<file path="config.mk">
export PLATFORM = sky130hd
export DESIGN_NAME = regfile_write_arbiter
export DESIGN_NICKNAME = d
export VERILOG_FILES = /design/src/rtl/regfile_write_arbiter.sv
export SDC_FILE = /design/constraint.sdc
export NUM_CORES = 1
export LEC_CHECK = 0
export BUFFER_PORTS_ARGS = -buffer_cell sky130_fd_sc_hd__buf_2
export CORE_MARGIN = 4
export CORE_UTILIZATION = 43
export CTS_BUF_LIST = sky130_fd_sc_hd__clkbuf_16
export DETAILED_ROUTE_END_ITERATION = 6
export PLACE_DENSITY_LB_ADDON = 0.12
export SLEW_MARGIN = 5
export SYNTH_ARGS = -nofsm -noshare
export SYNTH_HDL_FRONTEND = slang
export SYNTH_SLANG_ARGS = --single-unit
</file>
<file path="constraint.sdc">
create_clock -name clk -period 1.65 [get_ports clk]
set_input_delay 0.165 -clock clk [delete_from_list [all_inputs] [get_ports clk]]
set_output_delay 0.165 -clock clk [all_outputs]
set_load 0.005 [all_outputs]
</file>
<file path="src/rtl/regfile_write_arbiter.sv">
`default_nettype none
// ============================================================================
// Module      : regfile_write_arbiter
// Description : Round-robin arbiter for the register-file write port, with a
//               registered output stage and a busy-bit hazard scoreboard.
// Revision    : 1.0 - initial release
// ============================================================================
module regfile_write_arbiter #(
  parameter int  WIDTH      = 16,
  parameter int  SIZE       = 8,
  parameter int  NREQ       = 2,
  localparam int ADDR_WIDTH = $clog2(SIZE)
) (
  input  logic                       clk,
  input  logic                       reset,
  input  logic [NREQ-1:0]            req_valid,
  output logic [NREQ-1:0]            req_ready,
  input  logic [NREQ*ADDR_WIDTH-1:0] req_num,
  input  logic [NREQ*WIDTH-1:0]      req_data,
  input  logic                       hold,
  input  logic                       reserve_valid,
  input  logic [ADDR_WIDTH-1:0]      reserve_num,
  input  logic [ADDR_WIDTH-1:0]      readnum1,
  input  logic [ADDR_WIDTH-1:0]      readnum2,
  output logic                       hazard1,
  output logic                       hazard2,
  output logic                       rf_write,
  output logic [ADDR_WIDTH-1:0]      rf_writenum,
  output logic [WIDTH-1:0]           rf_data_in,
  output logic [SIZE-1:0]            busy
);

  localparam int PTR_WIDTH = $clog2(NREQ);

  logic [PTR_WIDTH-1:0]  ptr_q, ptr_d;
  logic                  rf_write_q, rf_write_d;
  logic [ADDR_WIDTH-1:0] rf_writenum_q, rf_writenum_d;
  logic [WIDTH-1:0]      rf_data_q, rf_data_d;
  logic [SIZE-1:0]       busy_q, busy_d;

  logic [NREQ-1:0]       grant;
  logic                  grant_any;
  logic [PTR_WIDTH-1:0]  grant_idx;
  logic [ADDR_WIDTH-1:0] grant_num;
  logic [WIDTH-1:0]      grant_data;

  logic [SIZE-1:0]       clr_vec;
  logic [SIZE-1:0]       set_vec;
  logic [SIZE-1:0]       rd1_match;
  logic [SIZE-1:0]       rd2_match;

  // Scan requesters starting at ptr; first valid one wins.
  always_comb begin : arb
    int idx;
    grant      = '0;
    grant_any  = 1'b0;
    grant_idx  = '0;
    grant_num  = '0;
    grant_data = '0;
    idx        = 0;
    if (!reset && !hold) begin
      for (int k = 0; k < NREQ; k++) begin
        idx = int'(ptr_q) + k;
        if (idx >= NREQ) idx = idx - NREQ;
        if (!grant_any && req_valid[idx]) begin
          grant_any   = 1'b1;
          grant[idx]  = 1'b1;
          grant_idx   = PTR_WIDTH'(idx);
          grant_num   = req_num[idx*ADDR_WIDTH +: ADDR_WIDTH];
          grant_data  = req_data[idx*WIDTH +: WIDTH];
        end
      end
    end
  end

  assign req_ready = grant;

  always_comb begin
    ptr_d = ptr_q;
    if (grant_any) begin
      ptr_d = (grant_idx == PTR_WIDTH'(NREQ - 1)) ? '0 : grant_idx + 1'b1;
    end
  end

  // Output stage drains every cycle; address/data hold when idle.
  always_comb begin
    rf_write_d    = grant_any;
    rf_writenum_d = rf_writenum_q;
    rf_data_d     = rf_data_q;
    if (grant_any) begin
      rf_writenum_d = grant_num;
      rf_data_d     = grant_data;
    end
  end

  genvar r;
  generate
    for (r = 0; r < SIZE; r++) begin : g_reg
      assign clr_vec[r]   = rf_write_q && (rf_writenum_q == ADDR_WIDTH'(r));
      assign set_vec[r]   = reserve_valid && (reserve_num == ADDR_WIDTH'(r));
      assign rd1_match[r] = (readnum1 == ADDR_WIDTH'(r));
      assign rd2_match[r] = (readnum2 == ADDR_WIDTH'(r));
    end
  endgenerate

  // Set after clear, so a same-cycle reservation keeps the register busy.
  always_comb begin
    busy_d = (busy_q & ~clr_vec) | set_vec;
  end

  assign hazard1 = |(rd1_match & busy_q);
  assign hazard2 = |(rd2_match & busy_q);

  always_ff @(posedge clk) begin
    if (reset) begin
      ptr_q         <= '0;
      rf_write_q    <= 1'b0;
      rf_writenum_q <= '0;
      rf_data_q     <= '0;
      busy_q        <= '0;
    end else begin
      ptr_q         <= ptr_d;
      rf_write_q    <= rf_write_d;
      rf_writenum_q <= rf_writenum_d;
      rf_data_q     <= rf_data_d;
      busy_q        <= busy_d;
    end
  end

  assign rf_write    = rf_write_q;
  assign rf_writenum = rf_writenum_q;
  assign rf_data_in  = rf_data_q;
  assign busy        = busy_q;

endmodule
`default_nettype wire

</file>
Yosys cells after proc, flatten, opt, wreduce, memory -nomap -nowiden
Index checks and enable logic that the tools add are counted.
W data, S select, Z words.
{"block": "classes", "addsub": 4, "mul": 2, "n_shift": 4, "n_lt_le_gt_ge": 6, "bitwise_logic": 6, "reduce_logical": 29, "muxes": 32, "eq_ne": 28}
{"cell": "$mux W32", "count": 4}
{"cell": "$ge A32 B1 Y1 const B", "count": 2}
{"cell": "$lt A32 B3 Y1 const B", "count": 2}
{"cell": "$mul A32 B3 Y32 const B", "count": 2}
{"cell": "$shiftx A32 B32 Y16", "count": 2}
{"cell": "$shiftx A6 B32 Y3", "count": 2}
{"cell": "$eq A3 B3 Y1 const B", "count": 16}
{"cell": "$mux W16", "count": 3}
{"cell": "$and A8 B8 Y8", "count": 3}
{"cell": "$eq A3 B2 Y1 const B", "count": 8}
{"cell": "$logic_and A1 B1 Y1", "count": 20}
{"cell": "$mux W1", "count": 16}
{"cell": "$reduce_or A8 Y1", "count": 2}
{"cell": "$eq A3 B1 Y1 const B", "count": 4}
{"cell": "$logic_not A3 Y1", "count": 4}
{"cell": "$mux W3", "count": 3}
{"cell": "$mux W2", "count": 4}
{"cell": "$not A8 Y8", "count": 1}
{"cell": "$or A8 B8 Y8", "count": 1}
{"cell": "$logic_not A1 Y1", "count": 3}
{"cell": "$sub A1 B2 Y3 const B", "count": 1}
{"cell": "$sub A2 B2 Y3 const B", "count": 1}
{"cell": "$add A1 B1 Y2 const B", "count": 1}
{"cell": "$demux W1 S1", "count": 2}
{"cell": "4 further kinds", "count": 4}
{"block": "word_totals", "regBits": 29, "output_inout_bits": 32, "elab_cells": 116, "inputBits": 53}

Longest topological paths before layout
Gate-level depths: netlist (run 1).
{"block": "logic_depth", "depth_word": 14, "depth_mapped": 5, "depth_no_buf": 3}

Worst setup path after synthesis (run 1)
Ideal clock, no wire load.
{"block": "synth_path", "path_type": "register -> register", "from": "register ptr_q", "to": "register rf_writenum_q[1] (netlist: rf_writenum[1])", "n_path_buf": 1, "t_required_ns": 1.528, "path_stages_with_launch": 5, "arrival_time_ns": 1.093, "path_slack_ns": 0.435, "cell_sequence": "dfxtp_1 > nand2b_1 > buf_6 > and3_1 > a221o_1"}
{"block": "synth_via", "elab_chain_cells": 12}
{"element": "start, declared", "line_no": "35", "text": "logic [PTR_WIDTH-1:0] ptr_q, ptr_d;"}
{"element": "start signal, assigned", "line_no": "122", "text": "ptr_q <= ptr_d;"}
{"element": "parallel branches: the longest is 12 deep, another holds $mul A32 B3 Y32"}
{"element": "end signal, assigned", "line_no": "124", "text": "rf_writenum_q <= rf_writenum_d;"}
{"element": "end, declared", "line_no": "37", "text": "logic [ADDR_WIDTH-1:0] rf_writenum_q, rf_writenum_d;"}
Several ways; the timed one is not identified. The select of a mux whose other input is x is not followed.
A chain may end at the register's enable or synchronous reset.

Final worst setup path (run 1)
{"block": "layout_path", "from": "register busy_q[7] (netlist: busy[7])", "to": "output hazard1"}
{"block": "layout_via", "elab_chain_cells": 2}
{"element": "start, declared", "line_no": "39", "text": "logic [SIZE-1:0] busy_q, busy_d;"}
{"element": "start signal, assigned", "line_no": "126", "text": "busy_q <= busy_d;"}
{"element": "$and A8 B8 Y8", "line_no": "111", "text": "assign hazard1 = |(rd1_match & busy_q);"}
{"element": "$reduce_or A8 Y1", "line_no": "111"}
{"element": "end, declared", "line_no": "25", "text": "output logic hazard1,"}
No other way between the ends.

==> flow_summary_export.csv, run 1 <==
group,metric,value,unit
run_status,status,"finished clean",
global_routing,grt_usage,0.186,
critical_path,cp.required,1.48,ns
clock_tree,cts_buffers,5,
critical_path,r2r-start,"ptr_q",
timing,worst_pin_slew,0.342,ns
critical_path,max_stage_delay,0.49,ns
placement,hpwl,3080,um
yosys,avgSynthCellArea,9.17,um^2
timing,fin_skew,0.00270,ns
power,power.density,917,mW/mm^2
yosys,ys_top_cells_by_area,"dfxtp_1 (39%), a311oi_2 (9.1%), nand3_1 (7.1%)",
yosys,synth_area,0.00149,mm^2
timing,rsz0062_at_grt,"true",
power,vdd_drop_max,0.621,mV
final_layout,fin_util,0.629,
clock_tree,cts-root-buf,"clkbuf_16",
yosys,synth_edf_count,0,
drt,dr.first_iter.drc_count,50,
yosys,yosysWarningCount,0,
power,cellLeakagePower,0.964,nW
timing,finalMaxSlewViolations,0,
hold_path,hold_class,"input pin to flip-flop",
critical_path,worst-path-buf-inv,1,
timing,clock.fmax,612,MHz
final_layout,drive_gt1_frac,0.486,
timing,slew_headroom,0.772,
floorplanning,dieArea,0.00446,mm^2
critical_path,arrival,1.47,ns
floorplanning,core_area,0.00334,mm^2
drt,antenna_left,0,
clock_tree,cts.reportedPaths.clkPinSlew,0.05,ns
critical_path,start_kind,"flip-flop",
clock_tree,h-tree-depth,2,
flow_run,drv_cap,0,
hold_path,worstHoldStart,"req_num[5]",
drt,vias_per_cell,5.18,
clock_tree,cts.hold.buffers_added,0,
final_layout,nNetsFinal,304,
placement,gp_congestion,0.783,
floorplanning,std_cell_rows,21,
power,p_total,1.93,mW
critical_path,critical_path.top_delay_family,"multiplexers",
final_layout,num_antenna_cells,0,
yosys,synth.distinct_cells,27,
final_layout,area_growth,41.4,%
drt,wire_per_inst,13.6,um
timing,finalCritPeriodShare,0.990,
yosys,postSynthNetCount,215,
yosys,synthFlopType,"dfxtp_1",
drt,drc,0,
yosys,synth_seq_cells,29,
floorplanning,die_h,66.8,um
global_routing,antenna_found_initial,0,
timing,tns,0,ns
floorplanning,chipWidth,66.8,um
critical_path,critPathLaunch,"busy[7]",
yosys,yosysTopAreaCellShare,0.391,
global_routing,grt_pass1_vias,1456,
timing,period_needed,1.63,ns
clock_tree,clock_path_buffers,2,
floorplanning,initial_core_util,0.445,
timing,hold_violations,0,
clock_tree,cts.sinks,29,
placement,port-buffer-count,84,
critical_path,cp_max_fo,4,
yosys,synthCells,162,
critical_path,slowest_stage,"mux4_2",
yosys,yosysMostFrequentCell,"dfxtp_1",
global_routing,grt_max_degree,29,
floorplanning,io_pins,85,
critical_path,cp-end-kind,"output port",
clock_tree,clkLatencyLatePin,0.26,ns
drt,dr_total_vias,1537,
yosys,synthArstFlopShare,0,
yosys,synthTopCellsByCount,"dfxtp_1 (29), nand2_1 (21), nand3_1 (21), nor2_1 (19)",
yosys,synth_top_cell_by_area,"dfxtp_1",
global_routing,grt_remaining_overflow,0,
drt,wl,4050,um
yosys,seq_area_frac_synth,0.391,
clock_tree,cts_tree,"built",
global_routing,grt_pass1_wl,6330,um
drt,firstDrtPassIters,4,
critical_path,path_cells,"mux4_2 > mux2_4 > buf_6",
critical_path,crit_type,"flip-flop to output port",
timing,finalSetupViolations,0,
-- area by class of cell --
| type | instances | area, um^2 |
|---|---|---|
| Fill cell | 328 | 1240 |
| Clock buffer | 5 | 125 |
| Multi-Input combinational cell | 120 | 817 |
| Clock inverter | 2 | 7.51 |
| Sequential cell | 29 | 587 |
| Timing Repair Buffer | 94 | 502 |
| Inverter | 1 | 3.75 |
| Tap cell | 46 | 57.6 |
-- power breakdown --
group | internal [mW] | total (mW) | leakage, nW | switching [mW]
Clock | 0.535 | 0.803 | 0.0685 | 0.268
Sequential | 0.752 | 0.786 | 0.242 | 0.0334
Combinational | 0.172 | 0.338 | 0.653 | 0.166
Total | 1.46 | 1.93 | 0.964 | 0.467
-- per-stage QoR --
| step | cells | setup WS (ns) | instance area (um^2) | hold WS, ns |
|---|---|---|---|---|
| after CTS | 294 | 0.00501 | 2060 | 0.120 |
| after floorplan | 162 | 0.435 | 1490 | 0.303 |
| after global placement | 287 | 0.312 | 1930 | 0.395 |
| after global routing | 297 | -0.00444 | 2100 | 0.136 |
| final | 297 | 0.0165 | 2100 | 0.124 |
| after detailed placement | 287 | 0.271 | 1930 | 0.392 |
-- placed cells by master (no fill, tap or decap), types with 3 or more instances in the layout --
cell type	n
a21oi_1	9
a311oi_1	9
a311oi_2	9
buf_2	83
buf_4	10
clkbuf_16	5
dfxtp_1	24
dfxtp_2	5
mux4_2	4
nand2_1	21
nand2b_1	4
nand3_1	21
nor2_1	19
nor2b_1	3
o21ai_0	6
-- worst register-to-register path, cell delays in order, from the launching register on --
cell      delay (ns)
dfxtp_1         0.41
nand2b_1        0.31
buf_4           0.24
nand3_1         0.10
a311oi_2        0.23
-- cell families (layout without fill, tap and decap cells) --
group	after synthesis	in the layout	share of synthesized area
compound gates	40	40	0.243
buf+inv	13	102	0.0615
flops	29	29	0.391
mux	6	6	0.0758
simple gates	74	74	0.229
-- sequential cells by signal (all words and copies together), names as in the netlist --
register / count
busy: 8
rf_writenum: 3
rf_data_in: 16
ptr_q: 1
rf_write: 1
-- routing by layer --
metal | global-route usage | share of wire | vias to the layer above
met5 | 0 | 0 | -
met4 | 0.0609 | 0.010 | 0
li1 | - | - | 777
met1 | 0.198 | 0.39 | 704
met3 | 0.0590 | 0.084 | 5
met2 | 0.343 | 0.51 | 51
-- repair_timing --
action                     4_1_cts  5_1_grt
setup buffers                    0        3
gates resized for setup          1        6
setup endpoints to repair        1        3
pin swaps                        0        1
-- final timing paths --
| path | end | slack, ns | depth (start not counted) |
|---|---|---|---|
| setup / recovery | hazard1 | 0.02 | 3 |
| hold / removal | rf_writenum[2] | 0.12 | 2 |
| setup reg to reg | rf_data_in[15] | 0.27 | 4 |
| hold reg to reg | busy[6] | 0.49 | 2 |
Power figures use the tool's default switching activity.
==> run 2: changes to the inputs <==
Settings changed: REMOVE_ABC_BUFFERS set to 1.
==> flow_summary_export.csv, run 2 (synthesized netlist as in run 1, its figures left out) <==
group,metric,value,unit
run_status,status,"finished clean",
drt,dr_total_vias,1513,
final_layout,nNetsFinal,301,
flow_run,drv_cap,0,
timing,fin_skew,0.00171,ns
clock_tree,cts.hold.buffers_added,0,
critical_path,path_cells,"mux4_2 > mux2_2 > buf_2",
floorplanning,std_cell_rows,21,
timing,finalSetupViolations,0,
final_layout,area_growth,39.2,%
critical_path,slowest_stage,"mux4_2",
global_routing,grt_usage,0.193,
timing,rsz0062_at_grt,"true",
drt,top_layer_used,"met4",
hold_path,min_delay_path_depth,2,
timing,fin_hold_ws,0.121,ns
floorplanning,dieArea,0.00446,mm^2
drt,met1_length,1680,um
critical_path,max_stage_delay,0.47,ns
placement,port-buffer-count,84,
clock_tree,h-tree-depth,2,
power,p_total,1.93,mW
clock_tree,clock_path_buffers,2,
timing,worst_pin_slew,0.247,ns
timing,clock.fmax,618,MHz
critical_path,worstRegToRegCells,4,
placement,gp_congestion,0.776,
drt,wire_per_inst,13.4,um
clock_tree,cts_buffers,5,
drt,dr_wl_met2,1840,um
floorplanning,core_area,0.00334,mm^2
drt,dr.first_iter.drc_count,64,
critical_path,cp.required,1.48,ns
final_layout,fin_util,0.619,
final_layout,n_fill_cell,319,
hold_path,hold_class,"input pin to flip-flop",
timing,period_needed,1.62,ns
final_layout,multi_input_area,813,um^2
clock_tree,cts.sinks,29,
placement,hpwl,3030,um
floorplanning,io_pins,85,
drt,drc,0,
clock_tree,cts-root-buf,"clkbuf_16",
floorplanning,die_h,66.8,um
drt,firstDrtPassIters,4,
drt,dr_wl_met3,365,um
global_routing,grt_pass1_wl,6530,um
floorplanning,chipWidth,66.8,um
clock_tree,cts.reportedPaths.clkPinSlew,0.05,ns
timing,finalCritPeriodShare,0.981,
final_layout,drive_gt1_frac,0.466,
critical_path,crit_type,"flip-flop to output port",
clock_tree,postCtsSetupBuffers,0,
critical_path,start_kind,"flip-flop",
final_layout,num_antenna_cells,0,
critical_path,cp_max_fo,4,
clock_tree,clkLatencyLatePin,0.27,ns
placement,dpl-instance-area,0.00193,mm^2
drt,wl,3950,um
drt,antenna_left,0,
power,cellLeakagePower,0.954,nW
power,vdd_drop_max,0.771,mV
timing,slew_headroom,0.835,
timing,finalMaxSlewViolations,0,
clock_tree,cts_resized,1,
timing,hold_violations,0,
final_layout,seqCellArea,583,um^2
final_layout,layout_commonest_cell,"buf_2",
global_routing,grt_max_degree,22,
global_routing,grt_pass1_vias,1446,
floorplanning,initial_core_util,0.445,
power,power.density,932,mW/mm^2
global_routing,grt_remaining_overflow,0,
final_layout,mostFrequentLayoutCells,"buf_2 (84), dfxtp_1 (27), nand3_1 (21), nand2_1 (21), nor2_1 (19)",
global_routing,antenna_found_initial,0,
clock_tree,cts_tree,"built",
critical_path,cp-end-kind,"output port",
drt,vias_per_cell,5.13,
final_layout,final_cell_area,0.00207,mm^2
final_layout,largest_reg_flops,16,
critical_path,arrival,1.45,ns
[run 2: cell count changes in the layout (fill, tap and decap cells not counted)]
cell,previous run,this run
mux2_2,1,2
mux2_4,1,0
dfxtp_2,5,2
dfxtp_1,24,27
clkinv_1,1,0
buf_6,1,0
buf_4,10,7
inv_1,2,4
buf_2,83,84
[run 2: power breakdown]
| group | internal (mW) | switching (mW) | total [mW] |
|---|---|---|---|
| registers | 0.751 | 0.0324 | 0.784 |
| logic | 0.164 | 0.162 | 0.326 |
| clock network | 0.538 | 0.277 | 0.815 |
| total | 1.45 | 0.472 | 1.93 |
[run 2: final cells by class]
class / count / share of cell area
multi-input cells: 120 / 0.393
flip-flops and latches: 29 / 0.282
repair buffers: 91 / 0.229
clock buffers: 5 / 0.0605
well taps: 46 / 0.0278
clock inverters: 3 / 0.00545
inverters: 1 / 0.00182
[run 2: path summary, 6_finish.rpt]
kind	from	end	slack, ns
worst min-delay path	req_num[2]	rf_writenum[2]	0.12
worst max register to register	ptr_q	rf_data_in[10]	0.43
worst max-delay path	busy[6]	hazard1	0.03
worst min register to register	rf_data_in[2]	rf_data_in[2]	0.50
[run 2: layer usage]
layer | GRT usage | vias up
met5 | 0 | -
met4 | 0.0761 | 0
met3 | 0.0725 | 8
met2 | 0.312 | 64
met1 | 0.229 | 671
li1 | - | 770
[run 2: through the flow]
| step | worst slack (ns) | TNS [ns] | cells |
|---|---|---|---|
| 5_1_grt | -0.00504 | -0.00504 | 295 |
| 4_1_cts | 0.00742 | 0 | 295 |
| 3_3_place_gp | 0.325 | 0 | 287 |
| 2_1_floorplan | 0.262 | 0 | 150 |
| 6_report | 0.0308 | 0 | 295 |
| 3_5_place_dp | 0.294 | 0 | 287 |
[run 2: critical path, delay by kind of cell, from the launching register on]
kind | cells | cell delay, ns
mux | 2 | 0.74
flops | 1 | 0.33
buf+inv | 1 | 0.12
